**config.mk**
```make
export PLATFORM = sky130hd
export DESIGN_NAME = ball_sequencer
export DESIGN_NICKNAME = d
export VERILOG_FILES = /design/src/rtl/ball_sequencer.sv
export SDC_FILE = /design/constraint.sdc
export NUM_CORES = 1
export LEC_CHECK = 0
export CORE_MARGIN = 2
export CORE_UTILIZATION = 64
export DETAILED_ROUTE_END_ITERATION = 8
export DONT_BUFFER_PORTS = 1
export GPL_ROUTABILITY_DRIVEN = 0
export GPL_TIMING_DRIVEN = 1
export PLACE_DENSITY = 0.88
export SYNTH_ARGS = -nofsm -noshare
export SYNTH_HDL_FRONTEND = slang
export SYNTH_SLANG_ARGS = --single-unit
export TNS_END_PERCENT = 100
```
**constraint.sdc**
```tcl
create_clock -name clk_50mhz -period 8.49 [get_ports clk_50mhz]
set_input_delay 0.849 -clock clk_50mhz [delete_from_list [all_inputs] [get_ports clk_50mhz]]
set_output_delay 0.849 -clock clk_50mhz [all_outputs]
set_load 0.02 [all_outputs]
```
**src/rtl/ball_sequencer.sv**
```systemverilog
// ---------------------------------------------------------------------------
// ball_sequencer
//   Once per video frame, moves a small set of bouncing balls. Each ball has a
//   position and a velocity per axis, kept in an internal state file. The
//   falling edge of v_sync starts an update sweep. The sweep takes two cycles
//   per ball: x in one cycle, then y. One shared adder does the arithmetic.
//   Each velocity is pulled toward the centre of the travel range, so every
//   ball oscillates about the middle of the screen.
//
//   Optional feature: define BALL_PAUSE_EN to add the 'pause' input. A trigger
//   that arrives while pause=1 skips the sweep. It only pulses frame_done.
//
// Ports
//   clk_50mhz  in   sole clock, rising edge
//   reset      in   synchronous, active-high
//   v_sync     in   active-low vertical sync, synchronous to clk_50mhz
//   pause      in   (BALL_PAUSE_EN only) skip the position update
//   rd_idx     in   [2:0] ball index for the read port
//   rd_x       out  [9:0] committed x of ball rd_idx (0 if out of range)
//   rd_y       out  [9:0] committed y of ball rd_idx (0 if out of range)
//   busy       out  high while the sweep is stepping balls
//   frame_done out  one-cycle pulse at the end of a sweep
//   overrun    out  sticky: a trigger arrived while a sweep was running
// ---------------------------------------------------------------------------
module ball_sequencer #(
   parameter int NUM_BALLS     = 4,
   parameter int SCREEN_WIDTH  = 800,
   parameter int SCREEN_HEIGHT = 600,
   parameter int BALL_SIZE     = 128
) (
   input  logic       clk_50mhz,
   input  logic       reset,
   input  logic       v_sync,
`ifdef BALL_PAUSE_EN
   input  logic       pause,
`endif
   input  logic [2:0] rd_idx,
   output logic [9:0] rd_x,
   output logic [9:0] rd_y,
   output logic       busy,
   output logic       frame_done,
   output logic       overrun
);

   typedef enum logic [1:0] {IDLE, STEP_X, STEP_Y, DONE} state_t;

   localparam logic [3:0] NB       = 4'(NUM_BALLS);
   localparam logic [2:0] LAST_IDX = 3'(NUM_BALLS - 1);
   localparam logic [9:0] HALF_X   = 10'((SCREEN_WIDTH - BALL_SIZE) / 2);
   localparam logic [9:0] HALF_Y   = 10'((SCREEN_HEIGHT - BALL_SIZE) / 2);

   // The reset position spreads the balls evenly along the diagonal.
   function automatic logic [9:0] home(input int extent, input int i);
      return 10'((extent - BALL_SIZE) * (i + 1) / (NUM_BALLS + 1));
   endfunction

   state_t     state, state_d;
   logic [2:0] idx, idx_d;
   logic       v_sync_q;
   logic       trigger;

   // The state file always has 8 entries, so the 3-bit index needs no resizing.
   // Entries at NUM_BALLS and above are never written and stay at zero.
   logic [9:0] pos_x [8];
   logic [9:0] pos_y [8];
   logic [9:0] vel_x [8];
   logic [9:0] vel_y [8];

   logic [9:0] cur_p, cur_v, half, step, next_p, next_v;

   assign trigger = v_sync_q & ~v_sync;

   // ---------------- FSM: state register ----------------
   // NOTE: sequential state uses non-blocking (<=) so every flop samples
   // pre-edge values; blocking here would create order-dependent races.
   always_ff @(posedge clk_50mhz) begin
      if (reset) begin
         state    <= IDLE;
         idx      <= '0;
         v_sync_q <= 1'b1;   // a low v_sync right after reset counts as an edge
         overrun  <= 1'b0;
      end else begin
         state    <= state_d;
         idx      <= idx_d;
         v_sync_q <= v_sync;
         if (trigger && state != IDLE)
            overrun <= 1'b1;
      end
   end

   // ---------------- FSM: next state and outputs ----------------
   // NOTE: every signal driven here gets a default first. A missing assignment
   // on any path would infer a latch.
   always_comb begin
      state_d    = state;
      idx_d      = idx;
      busy       = 1'b0;
      frame_done = 1'b0;
      unique case (state)
         IDLE: begin
            if (trigger) begin
`ifdef BALL_PAUSE_EN
               state_d = pause ? DONE : STEP_X;
`else
               state_d = STEP_X;
`endif
               idx_d = '0;
            end
         end
         STEP_X: begin
            busy    = 1'b1;
            state_d = STEP_Y;
         end
         STEP_Y: begin
            busy = 1'b1;
            if (idx == LAST_IDX) begin
               state_d = DONE;
            end else begin
               state_d = STEP_X;
               idx_d   = idx + 3'd1;
            end
         end
         DONE: begin
            frame_done = 1'b1;
            state_d    = IDLE;
         end
         default: state_d = IDLE;
      endcase
   end

   // ---------------- Shared axis adder ----------------
   // The same datapath serves x in STEP_X and y in STEP_Y. The arithmetic
   // shift rounds toward minus infinity, so v=-1 still moves the ball by -1.
   always_comb begin
      cur_p = pos_x[idx];
      cur_v = vel_x[idx];
      half  = HALF_X;
      if (state == STEP_Y) begin
         cur_p = pos_y[idx];
         cur_v = vel_y[idx];
         half  = HALF_Y;
      end
      step   = $unsigned($signed(cur_v) >>> 2);
      next_p = cur_p + step;
      next_v = (next_p < half) ? cur_v + 10'd1 : cur_v - 10'd1;
   end

   // ---------------- State file ----------------
   // NOTE: this storage is deliberately reset. The balls must restart from
   // known home positions, and a reset in mid-sweep throws away any partial
   // update. That rules out a reset-less RAM here.
   always_ff @(posedge clk_50mhz) begin
      if (reset) begin
         for (int i = 0; i < 8; i++) begin
            pos_x[i] <= (i < NUM_BALLS) ? home(SCREEN_WIDTH, i)  : '0;
            pos_y[i] <= (i < NUM_BALLS) ? home(SCREEN_HEIGHT, i) : '0;
            vel_x[i] <= '0;
            vel_y[i] <= '0;
         end
      end else if (state == STEP_X) begin
         pos_x[idx] <= next_p;
         vel_x[idx] <= next_v;
      end else if (state == STEP_Y) begin
         pos_y[idx] <= next_p;
         vel_y[idx] <= next_v;
      end
   end

   // ---------------- Read port ----------------
   always_comb begin
      rd_x = '0;
      rd_y = '0;
      if ({1'b0, rd_idx} < NB) begin
         rd_x = pos_x[rd_idx];
         rd_y = pos_y[rd_idx];
      end
   end

endmodule
```
[After elaboration in Yosys (flattened, before gate mapping)]
Memories as Yosys holds them, arrays and structs flattened. A register that Yosys moved wholly into a read port is not among the register bits.
Index checks and enable logic that the tools add are counted.
W data, S select, Z words.
Word-level totals
  memory bits (writable): 320
  input bits: 6
  memories kept: 4
  bits in registers: 7
  logic and storage cells: 75
Memory list
  pos_x: depth 8, bits a word 10, read ports 2, clocked after memory_dff 1, write ports 8, line 64  | logic [9:0] pos_x [8];
  pos_y: depth 8, bits a word 10, read ports 2, clocked after memory_dff 1, write ports 8, line 65  | logic [9:0] pos_y [8];
  vel_x: depth 8, bits a word 10, read ports 1, clocked after memory_dff 1, write ports 8, line 66  | logic [9:0] vel_x [8];
  vel_y: depth 8, bits a word 10, read ports 1, clocked after memory_dff 1, write ports 8, line 67  | logic [9:0] vel_y [8];
Cells by class
  bitwise gates (word level): 2
  equal/unequal tests: 6
  magnitude comparators: 2
  muxes and demuxes: 43
  add/sub/neg operators: 4
  reductions and logical operators: 10
Operators with widths (count)
  $mux W10: 9
  $mux W3: 14
  $reduce_or A10 Y1: 4
  $mux W1: 15
  $add A10 B1 Y10 const B: 1
  $add A10 B10 Y10: 1
  $lt A10 B10 Y1: 1
  $sub A10 B1 Y10 const B: 1
  $mux W9: 1
  $pmux W2 S4: 1
  $pmux W3 S2: 1
  $eq A2 B2 Y1 const B: 2
  $mux W2: 2
  $ne A2 B2 Y1 const B: 2
  $reduce_bool A2 Y1: 2
  $add A3 B1 Y3 const B: 1
  $eq A3 B2 Y1 const B: 1
  $lt A3 B3 Y1 const B: 1
  $reduce_and A3 Y1: 1
  $eq A2 B1 Y1 const B: 1
  $logic_not A2 Y1: 1
  $reduce_or A2 Y1: 1
  $and A1 B1 Y1: 1
  $logic_and A1 B1 Y1: 1
  $not A1 Y1: 1

[Depth between registers and ports, before layout]
  word-level depth: 7
  gate-level depth with buffers: 31
  mapped depth without buffers: 26

[Worst setup path after synthesis]
Ideal clock, no wire load.
  kind: register to register
  from: register (tool-made name)
  to: memory vel_y[7][8] (data pin)
  required time: 8224 ps
  period minus slack after synthesis: 7701 ps
  setup slack: 789 ps
  cell stages (with the launch flop): 31
  arrival time: 7435 ps
  cell sequence: dfxtp_1 > buf_6 > buf_6 > buf_1 > buf_2 > mux4_2 > mux4_2 > ha_1 > inv_1 > fa_1 > nor2b_1 > o31a_1 > o311a_1 > o21ai_0 > nand2b_1 > xnor2_1 > clkbuf_1 > inv_1 > ha_1 > nand2_1 > a2111o_1 > nand3_1 > ha_1 > a21o_1 > a21oi_1 > o21bai_1 > a21oi_1 > o21ai_0 > xnor2_1 > clkbuf_1 > nor2_1
RTL lines (line)
  end: declaration: 67

==> metrics.md <==
| Metric | Value |
|---|---|
| DRC | 0 |
| Number of CTS-inserted buffers | 30 |
| Routed Antenna Nets | 0 |
| Starting Density | 65.37% |
| WHS Endpoint | overrun |
| WP data arrival | 8.06 ns |
| Outcome | finished clean |
| Core box area | roughly 24,000 µm² |
| Clock Skews | 0.02796 ns |
| Clock slew at reported path FFs | 0.07 ns |
| Vias in the first global route | 10,540 |
| Post-CTS Setup Bufs | 0 |
| Critical path class | reg2reg |
| VDD IR max | 0.5250 mV |
| Reg2reg path depth | 26 |
| Sequential-to-total area share from yosys stat | between 60% and 70% |
| Static Leak | approximately 6.1 nW |
| Maxcap violations | 0 |
| Wirelength per Cell | 29.42 µm |
| Hold WC Path Type | in2reg |
| Vias | ~10,000 |
| FMAX | 128.7 MHz |
| DP Wirelength | 26.08 mm |
| Cts hold-fix bufs | 0 |
| Unrepaired setup endpoints after global routing | no |
| Pre-CTS WS | 0.9161 ns |
| Yosys cell types | 50 |
| Ys Warns | 0 |
| All-Layer GR Usage | roughly 34% |
| Vias per cell | approximately 7 |
| Tmin final | about 7.8 ns |
| Clk sinks | 330 |
| Layout area overhead | 8.949% |
| CP endpoint kind | flop |
| Worst relative slew slack | between 10% and 20% |
| Synthesized cell area | 15,900 µm² |
| Worst setup SP type | flop |
| DRT Pass-1 Iters | 8 |
| IO Count | 29 |
| First-pass GRT wire length | ~64 mm |
| R2r setup slk | 0.72 ns |
| Clk root buf | clkbuf_16 |
| Reg-to-reg critical path endpoint | vel_x[6][7] |
| Period utilization | 91.49% |
| # setup viols final | 0 |
| Max Root-Sink Buffers | 3 |
| Fin cells | 1,465 |
| Final hold vios | 0 |
| Worst-margin pin slew | 1.269 ns |
| Resize count post-CTS | 0 |
| Rows | 57 |
| Worst setup margin | approximately 0.72 ns |
| Power per cell area | roughly 370 nW/µm² |
| Clk Latency, worst-skew pair | between 0.5 and 0.6 ns |
| Post-Syn Nets | 1,162 |
| CTS tree | done |
| DIE HEIGHT | 161.6 µm |
| Slew Limit Fails | 0 |
| Largest net degree at the start of global routing | 40 |
| Input/output buffers | 0 |
| Drt total wl | approximately 43 mm |
| Post-Synthesis Cells | 1,125 |
| Commonest non-fill, non-tap cell in the layout | edfxtp_1 |
| CTS H-tree lvls | 1 |
| Most frequent cells in the layout | edfxtp_1, nor2_1, mux4_2 |
| Full die area | approximately 26,000 µm² |
| Syn Area/Cell | ~14 µm² |
| GRT overflow | 0 |
| Iter 0 DRT Violations | 2,029 |
| Dpl cells | 1,411 |
| Critical Path RT | 8.78 ns |
| Critical hold path startpoint | reset |
| Initial antenna violation count | 1 |
| Fraction of layout instances using a drive strength above 1 | 19.82% |
| Sum Neg Setup Slack | 0 ns |
| Worst r2r src | state[0] |
| Die X | 161.6 µm |
| Final core occ | a little under three quarters |
| Final Net Count | 1,156 |
| Seq cells post-synth | between 300 and 400 |
| Hold Path Cell Cnt | 1 |
| Critical path fanouts, max | 17 |
-- metrics by stage --
step | power (mW) | instance area [µm²] | hold slack [ns]
finish | 6.453 | 17320 | 0.3446
global route | 6.690 | 17320 | 0.3366
CTS | 6.369 | 17320 | 0.3413
detailed placement | 4.991 | 16350 | 0.5331
global placement | 4.843 | 16350 | 0.5310
floorplan | 4.156 | 15900 | 0.5125
-- state kept, by name, summed over array words and instances (netlist names), named ones only --
| register | count |
|---|---|
| pos_x | 80 |
| overrun | 1 |
| idx | 3 |
| pos_y | 80 |
| vel_x | 80 |
| vel_y | 80 |
| v_sync_q | 1 |
| state | 2 |
-- synthesized netlist by cell type, drive strengths merged --
cell type / count / share of area, %
edfxtp: 320 / 60
nor2: 297 / 7.0
mux4: 119 / 17
nand2: 79 / 1.9
clkbuf: 64 / 1.5
ha: 29 / 2.3
buf: 24 / 0.83
nor2b: 23 / 0.91
nand2b: 19 / 0.75
inv: 17 / 0.40
o211ai: 16 / 0.76
or4: 16 / 0.76
a21oi: 15 / 0.50
dfxtp: 10 / 1.3
a21o: 9 / 0.42
o21ai: 9 / 0.28
nand3: 8 / 0.28
xnor2: 7 / 0.39
xor2: 6 / 0.42
nor3: 5 / 0.16
and2: 4 / 0.16
a31oi: 3 / 0.16
mux2i: 3 / 0.19
or2: 3 / 0.12
a211oi: 2 / 0.094
fa: 2 / 0.25
o21bai: 2 / 0.094
a2111o: 1 / 0.071
a21boi: 1 / 0.047
a22oi: 1 / 0.047
a32oi: 1 / 0.055
and3: 1 / 0.039
clkinv: 1 / 0.024
nor4bb: 1 / 0.10
o2111a: 1 / 0.071
o21a: 1 / 0.047
o22ai: 1 / 0.039
o311a: 1 / 0.063
o31a: 1 / 0.055
o31ai: 1 / 0.13
or3: 1 / 0.039
-- worst max-delay path by stage --
stage | startpoint | endpoint | slack, ns | cells after the start
6_report | state[0] | vel_x[6][7] | 0.72 | 26
5_1_grt | flop | vel_x[6][7] | 0.40 | 25
4_1_cts | flop | vel_y[1][7] | 0.83 | 25
3_5_place_dp | flop | vel_x[6][7] | 0.92 | 26
3_3_place_gp | flop | vel_x[1][7] | 1.25 | 26
2_1_floorplan | flop | vel_y[7][8] | 0.79 | 30
-- area by class of cell --
class | count | area [µm²]
Antenna cell | 1 | 2.502
Tap cell | 324 | 405.4
Inverter | 18 | 67.56
Clock inverter | 11 | 55.05
Fill cell | 1396 | 6999
Clock buffer | 42 | 912.1
Sequential cell | 330 | 9817
Multi-Input combinational cell | 689 | 5660
Timing Repair Buffer | 50 | 400.4
-- metal layers --
metal / part of all wire (%) / up-vias / track usage [%]
met2: 47 / 966 / 53.69
met3: 15 / 227 / 8.218
li1: - / 4169 / -
met1: 31 / 5077 / 43.62
met5: 0 / - / 0
met4: 7.2 / 0 / 20.09
-- power by group --
group	internal (mW)	switching, mW
clock	0.747	0.590
combinational	0.905	2.29
sequential	1.88	0.0389
-- critical path: stages (launching register included) --
cell      delay, ns
dfxtp_1        0.35
inv_1          0.12
ha_1           0.47
clkinv_1       0.18
buf_4          0.25
mux4_2         0.43
ha_1           0.27
inv_1          0.10
fa_1           0.48
nor2b_1        0.18
o31a_1         0.20
a21o_1         0.62
inv_1          0.15
ha_1           0.32
o21ai_0        0.08
a31oi_1        0.18
o21ai_0        0.12
a2111o_1       0.48
nand3_1        0.43
ha_1           0.39
a21o_1         0.20
a21o_1         0.17
a21oi_1        0.22
nand2_2        0.13
o31ai_4        0.21
xor2_2         0.59
nor2_1         0.13
-- kinds of logic (layout without fill, tap and decap cells) --
kind of cell / count (synthesis) / count (layout) / synth area share [%]
flip-flops: 330 / 330 / 61.70
multiplexers: 122 / 122 / 17.05
other: 0 / 1 / 0
AND/OR/NAND/NOR: 457 / 457 / 12.20
adder cells (fa/ha/maj): 31 / 31 / 2.534
AO/OA/AOI/OAI: 66 / 66 / 2.936
buffers and inverters: 106 / 121 / 2.770
XOR/XNOR: 13 / 13 / 0.8106
Note: power is estimated with default switching activity, not from simulation.
